--- src/rtl/pe_psum_tx_pkg.sv ---
// Shared types for the PE partial-sum transmit channel into psum_buffer.
// Holds the packet layout, the operation modes and the transmitter FSM states.
package pe_psum_tx_pkg;

   localparam int PSUM_W = 16;

   typedef enum logic {
      MODE_FULL = 1'b0,
      MODE_HALF = 1'b1
   } OP_MODE;

   typedef struct packed {
      logic              valid;
      logic              last;
      logic [PSUM_W-1:0] data;
   } PSUM_PACKET;

   typedef enum logic [1:0] {
      ST_IDLE = 2'd0,
      ST_SEND = 2'd1,
      ST_DONE = 2'd2
   } tx_state_e;

   // Packets per convolution for a given mode; a half row sends ROW_LEN/2.
   function automatic int conv_len(input OP_MODE mode, input int row_len);
      return (mode == MODE_FULL) ? row_len : row_len / 2;
   endfunction

endpackage

--- src/rtl/pe_psum_tx_if.sv ---
// Partial-sum channel: MAC write side into the FIFO and packet side toward psum_buffer.
// psum_out is offered while valid=1 and held stable until psum_buffer_ack=1 at a rising edge.
interface pe_psum_tx_if;
   import pe_psum_tx_pkg::*;

   logic              psum_wr_en;
   logic [PSUM_W-1:0] psum_wr_data;
   logic              psum_full;
   PSUM_PACKET        psum_out;
   logic              psum_buffer_ack;

   modport slave (
      input  psum_wr_en,
      input  psum_wr_data,
      input  psum_buffer_ack,
      output psum_full,
      output psum_out
   );

   modport master (
      output psum_wr_en,
      output psum_wr_data,
      output psum_buffer_ack,
      input  psum_full,
      input  psum_out
   );

endinterface

--- src/rtl/pe_psum_tx_fifo.sv ---
// Synchronous FIFO for partial sums with registered full flag and sticky overflow.
// The head entry is presented combinationally on o_rd_data whenever the FIFO is non-empty.
module psum_fifo #(
   parameter int DEPTH = 4,
   parameter int W     = 16
) (
   input  logic                       clk,
   input  logic                       rst_n,
   input  logic                       i_wr_en,
   input  logic [W-1:0]               i_wr_data,
   input  logic                       i_rd_en,
   output logic [W-1:0]               o_rd_data,
   output logic                       o_empty,
   output logic                       o_full,
   output logic                       o_overflow,
   output logic [$clog2(DEPTH):0]     o_count
);

   localparam int AW = $clog2(DEPTH);
   localparam int CW = AW + 1;

   logic [W-1:0]  r_mem [DEPTH];
   logic [AW-1:0] r_wr_ptr;
   logic [AW-1:0] r_rd_ptr;
   logic [CW-1:0] r_count;
   logic [CW-1:0] w_count_nxt;
   logic          r_full;
   logic          r_overflow;
   logic          w_push;
   logic          w_pop;
   logic          w_empty;

   // Writes are judged against the registered full flag, so a same-cycle pop never rescues one.
   assign w_empty = (r_count == '0);
   assign w_push  = i_wr_en && !r_full;
   assign w_pop   = i_rd_en && !w_empty;

   always_comb begin
      w_count_nxt = r_count;
      if (w_push && !w_pop) begin
         w_count_nxt = r_count + CW'(1);
      end else if (!w_push && w_pop) begin
         w_count_nxt = r_count - CW'(1);
      end
   end

   always_ff @(posedge clk or negedge rst_n) begin
      if (!rst_n) begin
         r_wr_ptr   <= '0;
         r_rd_ptr   <= '0;
         r_count    <= '0;
         r_full     <= 1'b0;
         r_overflow <= 1'b0;
      end else begin
         if (w_push) r_wr_ptr <= r_wr_ptr + AW'(1);
         if (w_pop)  r_rd_ptr <= r_rd_ptr + AW'(1);
         r_count <= w_count_nxt;
         r_full  <= (w_count_nxt == CW'(DEPTH));
         if (i_wr_en && r_full) r_overflow <= 1'b1;
      end
   end

   always_ff @(posedge clk) begin
      if (w_push) r_mem[r_wr_ptr] <= i_wr_data;
   end

   assign o_rd_data  = r_mem[r_rd_ptr];
   assign o_empty    = w_empty;
   assign o_full     = r_full;
   assign o_overflow = r_overflow;
   assign o_count    = r_count;

endmodule

--- src/rtl/pe_psum_tx.sv ---
// PE-row partial-sum transmitter: queues MAC results and streams one packet lane to psum_buffer,
// tagging the final packet of each convolution and pulsing conv_done once it is accepted.
module pe_psum_tx
   import pe_psum_tx_pkg::*;
#(
   parameter int FIFO_DEPTH = 4,
   parameter int ROW_LEN    = 8
) (
   input  logic                          clk,
   input  logic                          rst_n,
   input  logic                          start_conv,
   input  OP_MODE                        mode_in,
   pe_psum_tx_if.slave                   bus,
   output logic                          conv_done,
   output logic                          overflow,
   output tx_state_e                     o_dbg_state,
   output logic [$clog2(FIFO_DEPTH):0]   o_dbg_occupancy
);

   localparam int CW = $clog2(ROW_LEN) + 1;

   tx_state_e         r_state;
   tx_state_e         w_state_nxt;
   PSUM_PACKET        r_out;
   PSUM_PACKET        w_out_nxt;
   logic [CW-1:0]     r_sent_cnt;
   logic [CW-1:0]     w_sent_nxt;
   logic [CW-1:0]     r_total;
   logic [CW-1:0]     w_total_nxt;
   logic              w_pop;
   logic              w_empty;
   logic              w_full;
   logic [PSUM_W-1:0] w_head;

   psum_fifo #(
      .DEPTH (FIFO_DEPTH),
      .W     (PSUM_W)
   ) u_fifo (
      .clk        (clk),
      .rst_n      (rst_n),
      .i_wr_en    (bus.psum_wr_en),
      .i_wr_data  (bus.psum_wr_data),
      .i_rd_en    (w_pop),
      .o_rd_data  (w_head),
      .o_empty    (w_empty),
      .o_full     (w_full),
      .o_overflow (overflow),
      .o_count    (o_dbg_occupancy)
   );

   always_ff @(posedge clk or negedge rst_n) begin
      if (!rst_n) begin
         r_state    <= ST_IDLE;
         r_out      <= '0;
         r_sent_cnt <= '0;
         r_total    <= '0;
      end else begin
         r_state    <= w_state_nxt;
         r_out      <= w_out_nxt;
         r_sent_cnt <= w_sent_nxt;
         r_total    <= w_total_nxt;
      end
   end

   always_comb begin
      w_state_nxt = r_state;
      w_out_nxt   = r_out;
      w_sent_nxt  = r_sent_cnt;
      w_total_nxt = r_total;
      w_pop       = 1'b0;
      case (r_state)
         ST_IDLE: begin
            if (start_conv) begin
               w_total_nxt = CW'(conv_len(mode_in, ROW_LEN));
               w_sent_nxt  = '0;
               w_state_nxt = ST_SEND;
            end
         end
         ST_SEND: begin
            if (r_out.valid && bus.psum_buffer_ack) begin
               w_sent_nxt = r_sent_cnt + CW'(1);
               w_out_nxt  = '0;
               if (r_out.last) begin
                  w_state_nxt = ST_DONE;
               end else if (!w_empty) begin
                  // Back-to-back: refill the output register on the same edge as the accept.
                  w_pop           = 1'b1;
                  w_out_nxt.valid = 1'b1;
                  w_out_nxt.last  = (w_sent_nxt == r_total - CW'(1));
                  w_out_nxt.data  = w_head;
               end
            end else if (!r_out.valid && !w_empty) begin
               w_pop           = 1'b1;
               w_out_nxt.valid = 1'b1;
               w_out_nxt.last  = (r_sent_cnt == r_total - CW'(1));
               w_out_nxt.data  = w_head;
            end
         end
         ST_DONE: begin
            w_out_nxt   = '0;
            w_state_nxt = ST_IDLE;
         end
         default: begin
            w_out_nxt   = '0;
            w_state_nxt = ST_IDLE;
         end
      endcase
   end

   assign bus.psum_out  = r_out;
   assign bus.psum_full = w_full;
   assign conv_done     = (r_state == ST_DONE);
   assign o_dbg_state   = r_state;

endmodule

--- src/flat_wrapper.sv ---
// flat-port wrapper written by rule: the top's interface ports become plain ports
module pe_psum_tx_flat import pe_psum_tx_pkg::*;
#(
   parameter int FIFO_DEPTH = 4,
   parameter int ROW_LEN    = 8
)
  (clk, rst_n, start_conv, mode_in, conv_done, overflow, o_dbg_state, o_dbg_occupancy, bus_psum_wr_en, bus_psum_wr_data, bus_psum_buffer_ack, bus_psum_full, bus_psum_out);
  pe_psum_tx_if bus_i ();
  input  logic clk;
  input  logic rst_n;
  input  logic start_conv;
  input  OP_MODE mode_in;
  output logic conv_done;
  output logic overflow;
  output tx_state_e o_dbg_state;
  output logic [$clog2(FIFO_DEPTH):0] o_dbg_occupancy;
  input wire logic [$bits(bus_i.psum_wr_en)-1:0] bus_psum_wr_en;
  input wire logic [$bits(bus_i.psum_wr_data)-1:0] bus_psum_wr_data;
  input wire logic [$bits(bus_i.psum_buffer_ack)-1:0] bus_psum_buffer_ack;
  output wire logic [$bits(bus_i.psum_full)-1:0] bus_psum_full;
  output wire logic [$bits(bus_i.psum_out)-1:0] bus_psum_out;
  assign bus_i.psum_wr_en = bus_psum_wr_en;
  assign bus_i.psum_wr_data = bus_psum_wr_data;
  assign bus_i.psum_buffer_ack = bus_psum_buffer_ack;
  assign bus_psum_full = bus_i.psum_full;
  assign bus_psum_out = bus_i.psum_out;
  pe_psum_tx #(.FIFO_DEPTH(FIFO_DEPTH), .ROW_LEN(ROW_LEN)) u_core (.clk(clk), .rst_n(rst_n), .start_conv(start_conv), .mode_in(mode_in), .bus(bus_i), .conv_done(conv_done), .overflow(overflow), .o_dbg_state(o_dbg_state), .o_dbg_occupancy(o_dbg_occupancy));
endmodule
--- config.mk ---
export PLATFORM = sky130hd
export DESIGN_NAME = pe_psum_tx_flat
export DESIGN_NICKNAME = d
export VERILOG_FILES = /design/src/rtl/pe_psum_tx_pkg.sv /design/src/rtl/pe_psum_tx_if.sv /design/src/rtl/pe_psum_tx_fifo.sv /design/src/rtl/pe_psum_tx.sv /design/src/flat_wrapper.sv
export SDC_FILE = /design/constraint.sdc
export NUM_CORES = 1
export LEC_CHECK = 0
export ABC_AREA = 0
export BUFFER_PORTS_ARGS = -buffer_cell sky130_fd_sc_hd__buf_2
export CORE_AREA = 2 2 104 106
export DETAILED_ROUTE_END_ITERATION = 12
export DIE_AREA = 0 0 106 108
export PLACE_DENSITY_LB_ADDON = 0.1
export SYNTH_ARGS = -nofsm -noshare
export SYNTH_HDL_FRONTEND = slang
export SYNTH_HIERARCHICAL = 1
export SYNTH_SLANG_ARGS = --single-unit
--- constraint.sdc ---
create_clock -name clk -period 6.3 [get_ports clk]
set_input_delay 0 -clock clk [delete_from_list [all_inputs] [get_ports clk]]
set_output_delay 0 -clock clk [all_outputs]
set_load 0.02 [all_outputs]
==> results of run 1 <==
-- Yosys cell counts, types with 4 or more instances --
master and number:
and2_1 5, a22o_1 11, xnor2_1 4, nor2_1 6
dfrtp_1 35, inv_1 6, ha_1 9, nand2_1 17
nand2b_1 5, edfxtp_1 64, buf_2 4, o21ai_0 12
mux4_2 16
-- power by group --
| group | internal [mW] | total, mW | leakage, nW | switching [mW] |
|---|---|---|---|---|
| sequential | 0.890 | 1.02 | 1.01 | 0.132 |
| clock | 0.190 | 0.418 | 0.0984 | 0.228 |
| combinational | 0.376 | 0.852 | 0.741 | 0.476 |
-- path summary, 6_finish.rpt --
check | start | end | slack (ps) | cells after the start
worst max-delay path | u_core/u_fifo/o_count[0] | u_core/u_fifo/o_full | 3200 | 10
min in group clk | mode_in | u_core/r_total[3] | 360 | 3
worst min-delay path | rst_n | u_core/bus.psum_out[15] | 270 | 2
worst max register to register | u_core/u_fifo/o_count[0] | u_core/u_fifo/o_full | 3200 | 10
max in group asynchronous | rst_n | u_core/bus.psum_out[7] | 5510 | 2
worst min register to register | u_core/u_fifo/o_overflow | u_core/u_fifo/o_overflow | 460 | 1
-- per-stage QoR --
stage          hold slack, ps  setup WS, ps  std cells  power (mW)  utilization [%]
2_1_floorplan          -295.6          3577        245       1.672                -
3_3_place_gp            147.9          3249        417       1.880            42.99
3_5_place_dp            153.5          3201        417       1.895            42.99
4_1_cts                 290.8          3168        454       2.328            47.06
5_1_grt                 332.3          2897        454       2.457            47.06
6_report                267.4          3197        454       2.291            47.06
-- per-layer routing --
metal | vias up | GRT usage [%] | share of wire (%)
met5 | - | 0 | 0
met4 | 0 | 4.793 | 1.2
met3 | 7 | 3.255 | 3.0
met2 | 44 | 22.81 | 49
met1 | 1076 | 18.66 | 47
li1 | 1073 | - | -
-- state kept, by name, indices dropped and copies added (netlist names), 2 cells and up --
register                cells
u_core/o_dbg_state          2
u_core/bus.psum_out        18
u_core/r_total              2
u_core/u_fifo/r_mem        64
u_core/u_fifo/r_rd_ptr      2
u_core/u_fifo/o_count       3
u_core/u_fifo/r_wr_ptr      2
u_core/r_sent_cnt           4
-- worst max-delay path, delay by kind of cell (launching register included) --
family	cells	cell delay, ps
buf+inv	1	80
compound gates	3	410
flops	1	410
simple gates	3	1220
fa+ha+maj	3	860
-- timing repair --
action	in CTS	in global routing
setup buffers	0	0
endpoints found under the hold margin	103	0
hold buffers	21	0
-- area by class of cell --
class | count | area (µm²)
fill | 904 | 5416
multi-input combinational | 127 | 1161
sequential | 99 | 2798
inverter | 7 | 26.28
tap | 136 | 170.2
timing repair buffer | 69 | 452.9
clock inverter | 7 | 82.58
clock buffer | 9 | 123.9
-- logic make-up after synthesis --
kind of cell,after synthesis,share of synthesized area [%]
DFF,99,68.93
AOI/OAI and AO/OA,37,6.504
adders and majority gates,10,3.052
xor gates and xnor gates,7,1.696
muxes,19,9.649
buffers and inverters,19,2.620
and+or+nand+nor,54,7.553
==> flow_summary.ini, run 1 <==
[critical_path]
setup.worst_path.end_class = flip-flop
critical_path_required_ps = 6540
critPathLaunchType = flip-flop
critPathMaxFanout = 13
slowest_stage = and3_1
cp_cell_sequence = inv_1, ha_1, ha_1, o211ai_1, and3b_1, and3_1, nand2b_1, maj3_2, o22ai_2, a211oi_2
cp_slowest_stage_delay_ps = 540
arrival_ps = 3340
crit_type = reg2reg
timing.critical_path.mode_cell = ha_1

[global_routing]
grt_pass1_wl_um = 11870
grtUsageTotal_pct = 13.99
grt_max_degree = 36
first_global_vias = 2227
grt.overflow.total = 0
antenna_found_initial = 0

[sta]
worstMarginPinSlew_ps = 1090
maxSlewHeadroom_pct = 27.07
grt_setup_unrepaired = false
setup_viol = 0
drv_slew = 0
clock-skew-final_ps = 12.81
tns_ps = 0
fmax_mhz = 322.3
hold_viol = 0
fin_crit_sh_pct = 49.25
period_minus_slack_ps = 3103

[synth]
ys_seq_area_share_pct = 68.93
syn_nets = 276
yosysTopAreaCell = edfxtp_1
synth_edf_count = 64
synth-seq-cells = 99
synthArstFlopShare_pct = 35.35
yosys_warnings = 6
synth-main-ff-cell = edfxtp_1
avgSynthCellArea_um2 = 16.57
synth_top_area_share_pct = 47.35
synth_cells = 245
synthesis.area_um2 = 4059
ys_types = 46
synth.area.top_cells = edfxtp_1 47%, dfrtp_1 22%, mux4_2 8.9%

[placement]
portBuffers = 47
dpl.hpwl_um = 4619
gp_congestion = 0.7497
placed_area_um2 = 4398

[floorplan]
rows = 37
start_util_pct = 39.67
die_area_um2 = 11450
fp.dieH_um = 108
ios = 48
die_w_um = 106
coreArea_um2 = 10230

[clocking]
tritoncts = done
cts-resized-gates = 0
cts_root_buf = clkbuf_8
numClockSinks = 99
cts_htree_levels = 3
numCtsBuffers = 9
clk_latency_ps = 350
clk_pin_slew_ps = 100
clock_path_buffers = 2

[worst_hold_path]
hold_class = in2async

[finish]
mostFrequentLayoutCell = edfxtp_1
antenna_cells = 0
final_layout_size_suffix_gt1_share_pct = 27.67
area_growth_pct = 18.62
fin_nets = 344
layout_common_cells = 64 x edfxtp_1, 47 x buf_2, 35 x dfrtp_1
stdcell_area_um2 = 4815

[power]
p_leak_nw = 1.851
peakVddDrop_uv = 202.1
powerDensity_nw_per_um2 = 475.9

[routing]
drc = 0
vias = 2200
viasPerCell = 4.846
first_pass_iters = 4
drt-total-wl_um = 7377
wire_per_inst_um = 16.25
drt_iter0_drc = 79
drtAntennaViolNets = 0

[flow_run]
max-cap-violations = 0

[run_status]
status = complete, no violations
Note: power is estimated with default switching activity, not from simulation.
==> run 2: changes to the inputs <==
==> constraint.sdc (replaced) <==
create_clock -name clk -period 2.8 [get_ports clk]
set_input_delay 0 -clock clk [delete_from_list [all_inputs] [get_ports clk]]
set_output_delay 0 -clock clk [all_outputs]
set_load 0.02 [all_outputs]
==> run 2 against run 1 <==
Count of clock-buffer cells in the layout is the same. First-iteration DRC count grew 84%. Global-route usage grew 0.33 points. Via count grew 2.8%. Design area grew 0.73%. Total power grew 130%. Combinational power grew 130%. Critical path depth is the same. Wire length grew 2.1%. Clock skew shrank 1.1 ps. Sequential power grew 120%. Flip-flop and latch count is the same.
==> flow_summary.ini, run 2 (synthesized netlist as in run 1, its figures left out) <==
[run_status]
status = complete, no violations

[clocking]
cts-resized-gates = 0
clock_path_buffers = 2
tritoncts = done
numClockSinks = 99
clk_pin_slew_ps = 100
cts_root_buf = clkbuf_8
cts_setup_buffers = 0
numCtsBuffers = 9
clk_latency_ps = 360
cts_htree_levels = 3

[critical_path]
arrival_ps = 2690
r2r_slack_ps = 360
r2r-start = u_core/u_fifo/o_count[0]
crit_type = reg2reg
cp_slowest_stage_delay_ps = 410
critPathMaxFanout = 10
timing.critical_path.mode_cell = ha_1
cp_cell_sequence = inv_1, ha_1, ha_1, o211ai_1, and3b_1, and3_1, nand2b_1, maj3_2, o22ai_2, a211oi_2
critical_path_required_ps = 3050
critPathLaunchType = flip-flop
r2r-end = u_core/u_fifo/o_full
slowest_stage = dfrtp_1
reg2regPathDepth = 10
critPathTopFamily = adder cells
crit_buf_inv = 1
setup.worst_path.end_class = flip-flop

[routing]
vias = 2261
drc = 0
wire_per_inst_um = 16.34
viasPerCell = 4.905
first_pass_iters = 4
drt_iter0_drc = 145
drt-total-wl_um = 7532
drtAntennaViolNets = 0

[finish]
largest_reg_flops = 64
layout_common_cells = 64 x edfxtp_1, 47 x buf_2, 35 x dfrtp_1
mostFrequentLayoutCell = edfxtp_1
utilization_pct = 47.40
final_layout_size_suffix_gt1_share_pct = 29.23
area_growth_pct = 19.48
regMostFlops = u_core/u_fifo/r_mem
final_cells = 461
fill_cells = 896
fin_nets = 351
antenna_cells = 0

[floorplan]
start_util_pct = 39.67
ios = 48
die_area_um2 = 11450
rows = 37
coreArea_um2 = 10230
fp.dieH_um = 108
die_w_um = 106

[power]
peakVddDrop_uv = 356.5
p_leak_nw = 1.892
powerDensity_nw_per_um2 = 1067

[placement]
dpl.hpwl_um = 4832
gp_congestion = 0.8231
place_inst = 424
portBuffers = 47

[sta]
grt_setup_unrepaired = false
fmax_mhz = 410.6
period_minus_slack_ps = 2436
maxSlewHeadroom_pct = 45.73
fin_crit_sh_pct = 86.99
tns_ps = 0
hold_viol = 0
drv_slew = 0
clock-skew-final_ps = 11.75
worstMarginPinSlew_ps = 814.0
setup_viol = 0

[worst_hold_path]
hold_class = in2async

[global_routing]
first_global_vias = 2346
grt_pass1_wl_um = 12110
grtUsageTotal_pct = 14.32
antenna_found_initial = 0
grt_max_degree = 36
grt.overflow.total = 0

[flow_run]
max-cap-violations = 0
[run 2: cell types whose count changed in the layout (fill, tap and decap cells not counted)]
cell and change:
inv_4 +1, clkinvlp_4 -2, buf_4 +7, inv_6 -1
clkinv_4 -1, inv_8 -1, clkinv_2 +4
[run 2: worst max path at each step]
stage,from,to,slack [ps],cells past startpoint
after global routing,u_core/u_fifo/o_count[0],u_core/u_fifo/o_full,120,10
after CTS,u_core/u_fifo/o_count[0],u_core/u_fifo/o_full,350,10
after global placement,u_core/u_fifo/o_count[0],u_core/u_fifo/o_full,400,10
after detailed placement,u_core/u_fifo/o_count[0],u_core/u_fifo/o_full,380,10
after floorplan,u_core/u_fifo/o_count[0],u_core/u_fifo/o_full,80,13
final,u_core/u_fifo/o_count[0],u_core/u_fifo/o_full,360,10
[run 2: per-layer routing]
| metal | GRT usage, % | part of all wire (%) | routed length (µm) |
|---|---|---|---|
| met4 | 7.331 | 2.1 | 155 |
| met2 | 24.01 | 48 | 3640 |
| met3 | 2.170 | 3.2 | 244 |
| met5 | 0 | 0 | 0 |
| met1 | 18.24 | 46 | 3492 |
[run 2: final cells by class]
type                       instances  area [µm²]  share of cell area, %
timing repair buffer              76       505.5                  10.42
sequential                        99        2798                  57.69
tap                              136       170.2                  3.509
multi-input combinational        127        1161                  23.94
clock buffer                       9       123.9                  2.554
clock inverter                     7       65.06                  1.342
inverter                           7       26.28                 0.5418
[run 2: timing repair]
action / CTS / global route
setup endpoints to repair: 0 / 0
endpoints found under the hold margin: 103 / 0
hold buffers: 21 / 0
[run 2: stage by stage]
step           power (mW)  hold slack (ps)  worst slack, ps  area (µm²)
5_1_grt             5.535            334.2            116.1        4850
2_1_floorplan       3.762           -295.6            77.44        4059
6_report            5.175            254.6            364.4        4850
3_5_place_dp        4.334            155.0            379.4        4451
4_1_cts             5.260            273.1            348.9        4850
3_3_place_gp        4.305            151.2            399.4        4451
[run 2: power breakdown]
| part | internal [mW] | total [mW] | switching [mW] |
|---|---|---|---|
| registers | 2.00 | 2.29 | 0.289 |
| logic | 0.903 | 1.99 | 1.09 |
| clock network | 0.411 | 0.897 | 0.486 |
| total | 3.31 | 5.18 | 1.86 |
==> run 3: changes to the inputs <==
--- a/config.mk
+++ b/config.mk
@@ -7,11 +7,10 @@
 export LEC_CHECK = 0
 export ABC_AREA = 0
 export BUFFER_PORTS_ARGS = -buffer_cell sky130_fd_sc_hd__buf_2
-export CORE_AREA = 2 2 104 106
+export CORE_AREA = 2 2 103 105
 export DETAILED_ROUTE_END_ITERATION = 12
-export DIE_AREA = 0 0 106 108
+export DIE_AREA = 0 0 105 107
 export PLACE_DENSITY_LB_ADDON = 0.1
 export SYNTH_ARGS = -nofsm -noshare
 export SYNTH_HDL_FRONTEND = slang
-export SYNTH_HIERARCHICAL = 1
 export SYNTH_SLANG_ARGS = --single-unit
==> run 3 against run 2 <==
Sequential power about the same. Core utilization decreased by 0.36 points. Flip-flop and latch count unchanged. Critical path depth decreased by 3. Critical path type unchanged. Largest cell class unchanged. Highest routed layer unchanged.
==> flow_summary.ini, run 3 <==
[finish]
area_growth_pct = 20.44
regMostFlops = u_core.u_fifo.r_mem
fin_nets = 336
largest_reg_flops = 64
mostFrequentLayoutCell = edfxtp_1
final_layout_size_suffix_gt1_share_pct = 29.03
utilization_pct = 47.04
antenna_cells = 0
layout_common_cells = 64 x edfxtp_1, 47 x buf_2, 35 x dfrtp_1

[critical_path]
crit_buf_inv = 1
critPathMaxFanout = 7
setup.worst_path.end_class = flip-flop
critical_path_required_ps = 3080
cp_slowest_stage_delay_ps = 460
cp-startpoint = u_core.u_fifo.o_count[0]
r2r-start = u_core.u_fifo.o_count[0]
critPathLaunchType = flip-flop
cp_cell_sequence = inv_1, ha_1, nor2b_1, a211oi_4, and2_1, or4_1, a21boi_1
cp.depth = 7
r2r_slack_ps = 820
slowest_stage = dfrtp_1
r2r-end = u_core.u_fifo.o_full
crit_type = reg2reg
critPathTopFamily = simple AND/OR/NAND/NOR gates
reg2regPathDepth = 7
critPathCapture = u_core.u_fifo.o_full
arrival_ps = 2260

[floorplan]
ios = 48
die_w_um = 105
die_area_um2 = 11240
fp.dieH_um = 107
rows = 37
start_util_pct = 39.05
coreArea_um2 = 10090

[sta]
hold_viol = 0
setup_viol = 0
fmax_mhz = 505.3
tns_ps = 0
clock-skew-final_ps = 12.19
worstMarginPinSlew_ps = 825.0
fin_crit_sh_pct = 70.67
period_minus_slack_ps = 1979
maxSlewHeadroom_pct = 45.00
grt_setup_unrepaired = false
drv_slew = 0

[synth]
syn_nets = 259
synth_edf_count = 64
synth.area.top_cells = edfxtp_1 49%, dfrtp_1 22%, mux4_2 9.1%
yosysTopAreaCell = edfxtp_1
synth-main-ff-cell = edfxtp_1
ys_top_cells_by_count = 64 x edfxtp_1, 35 x dfrtp_1, 16 x a22o_1, 16 x mux4_2, 13 x nand2_1
synth_cells = 228
avgSynthCellArea_um2 = 17.29
yosys_warnings = 0
synthArstFlopShare_pct = 35.35
synthesis.area_um2 = 3941
ys_seq_area_share_pct = 70.98
synth_top_area_share_pct = 48.76
synth-seq-cells = 99
ys_types = 37
synth_most_common_cell = edfxtp_1

[power]
powerDensity_nw_per_um2 = 1058
peakVddDrop_uv = 349.7
p_leak_nw = 1.830

[run_status]
status = complete, no violations

[worst_hold_path]
hold_class = in2reg

[routing]
drc = 0
drt-total-wl_um = 7340
viasPerCell = 4.939
drtAntennaViolNets = 0
drt_iter0_drc = 135
first_pass_iters = 4
wire_per_inst_um = 16.46
vias = 2203

[global_routing]
first_global_vias = 2293
grt_max_degree = 36
antenna_found_initial = 0
grt.overflow.total = 0
grt_pass1_wl_um = 12200
grtUsageTotal_pct = 14.41

[clocking]
tritoncts = done
numClockSinks = 99
clk_pin_slew_ps = 90
cts-resized-gates = 0
clock_path_buffers = 2
clk_latency_ps = 350
cts_root_buf = clkbuf_8
numCtsBuffers = 9
cts_htree_levels = 3

[placement]
portBuffers = 47
dpl.hpwl_um = 4624
gp_congestion = 0.7525

[flow_run]
max-cap-violations = 0
-- run 3: worst min-delay path by stage --
stage | slack [ps] | cells after the start | start | endpoint
after floorplan | -300 | 0 | rst_n | u_core.bus.psum_out[0]
after global placement | 160 | 1 | rst_n | u_core.u_fifo.o_overflow
after detailed placement | 160 | 1 | rst_n | u_core.u_fifo.o_overflow
after CTS | 20 | 4 | bus_psum_buffer_ack | u_core.o_dbg_state[0]
after global routing | 80 | 4 | bus_psum_buffer_ack | u_core.o_dbg_state[0]
final | 50 | 4 | bus_psum_buffer_ack | u_core.o_dbg_state[0]
-- run 3: where the power goes --
part	total (mW)	internal [mW]	switching (mW)
combinational	1.90	0.906	0.998
clock	0.798	0.327	0.472
sequential	2.32	2.00	0.322
-- run 3: metal layers --
| metal | track usage [%] | up-vias | wire length, µm |
|---|---|---|---|
| li1 | - | 1025 | - |
| met1 | 18.10 | 1132 | 3200 |
| met2 | 24.49 | 40 | 3813 |
| met3 | 3.404 | 6 | 234 |
| met4 | 5.143 | 0 | 91 |
| met5 | 0 | - | 0 |
-- run 3: cell type report --
type | count | area (µm²)
Tap cell | 136 | 170.2
Clock buffer | 11 | 131.4
Sequential cell | 99 | 2798
Timing Repair Buffer | 74 | 500.5
Multi-Input combinational cell | 116 | 1089
Fill cell | 918 | 5345
Clock inverter | 5 | 40.04
Inverter | 5 | 18.77
-- run 3: cells by family (layout without fill, tap and decap cells) --
logic type | Yosys count | in the layout | share of synthesized area [%]
AO/OA/AOI/OAI | 36 | 36 | 7.111
XOR/XNOR | 10 | 10 | 2.222
adder cells (fa/ha/maj) | 9 | 9 | 2.857
buffers and inverters | 13 | 95 | 1.397
flip-flops | 99 | 99 | 70.98
multiplexers | 18 | 18 | 9.683
AND/OR/NAND/NOR | 43 | 43 | 5.747
-- run 3: per-stage QoR --
stage | hold WS [ps] | total power, mW | area (µm²) | cells | setup WS (ps)
6_report | 45.51 | 5.021 | 4747 | 446 | 821.2
5_1_grt | 78.65 | 5.398 | 4747 | 446 | 631.4
4_1_cts | 19.44 | 5.114 | 4747 | 446 | 805.1
3_5_place_dp | 159.1 | 4.275 | 4375 | 410 | 831.9
3_3_place_gp | 159.7 | 4.267 | 4375 | 410 | 878.2
2_1_floorplan | -295.6 | 3.665 | 3941 | 228 | 884.2
-- run 3: timing repair --
action / CTS / global route
endpoints found under the hold margin: 103 / 0
hold buffers: 20 / 0
buffers inserted: 0 / 0
-- run 3: worst register-to-register path, stage by stage (launching register included) --
cell and delay, ps:
dfrtp_1 460, inv_1 110, ha_1 130, nor2b_1 340
a211oi_4 110, and2_1 180, or4_1 460, a21boi_1 130
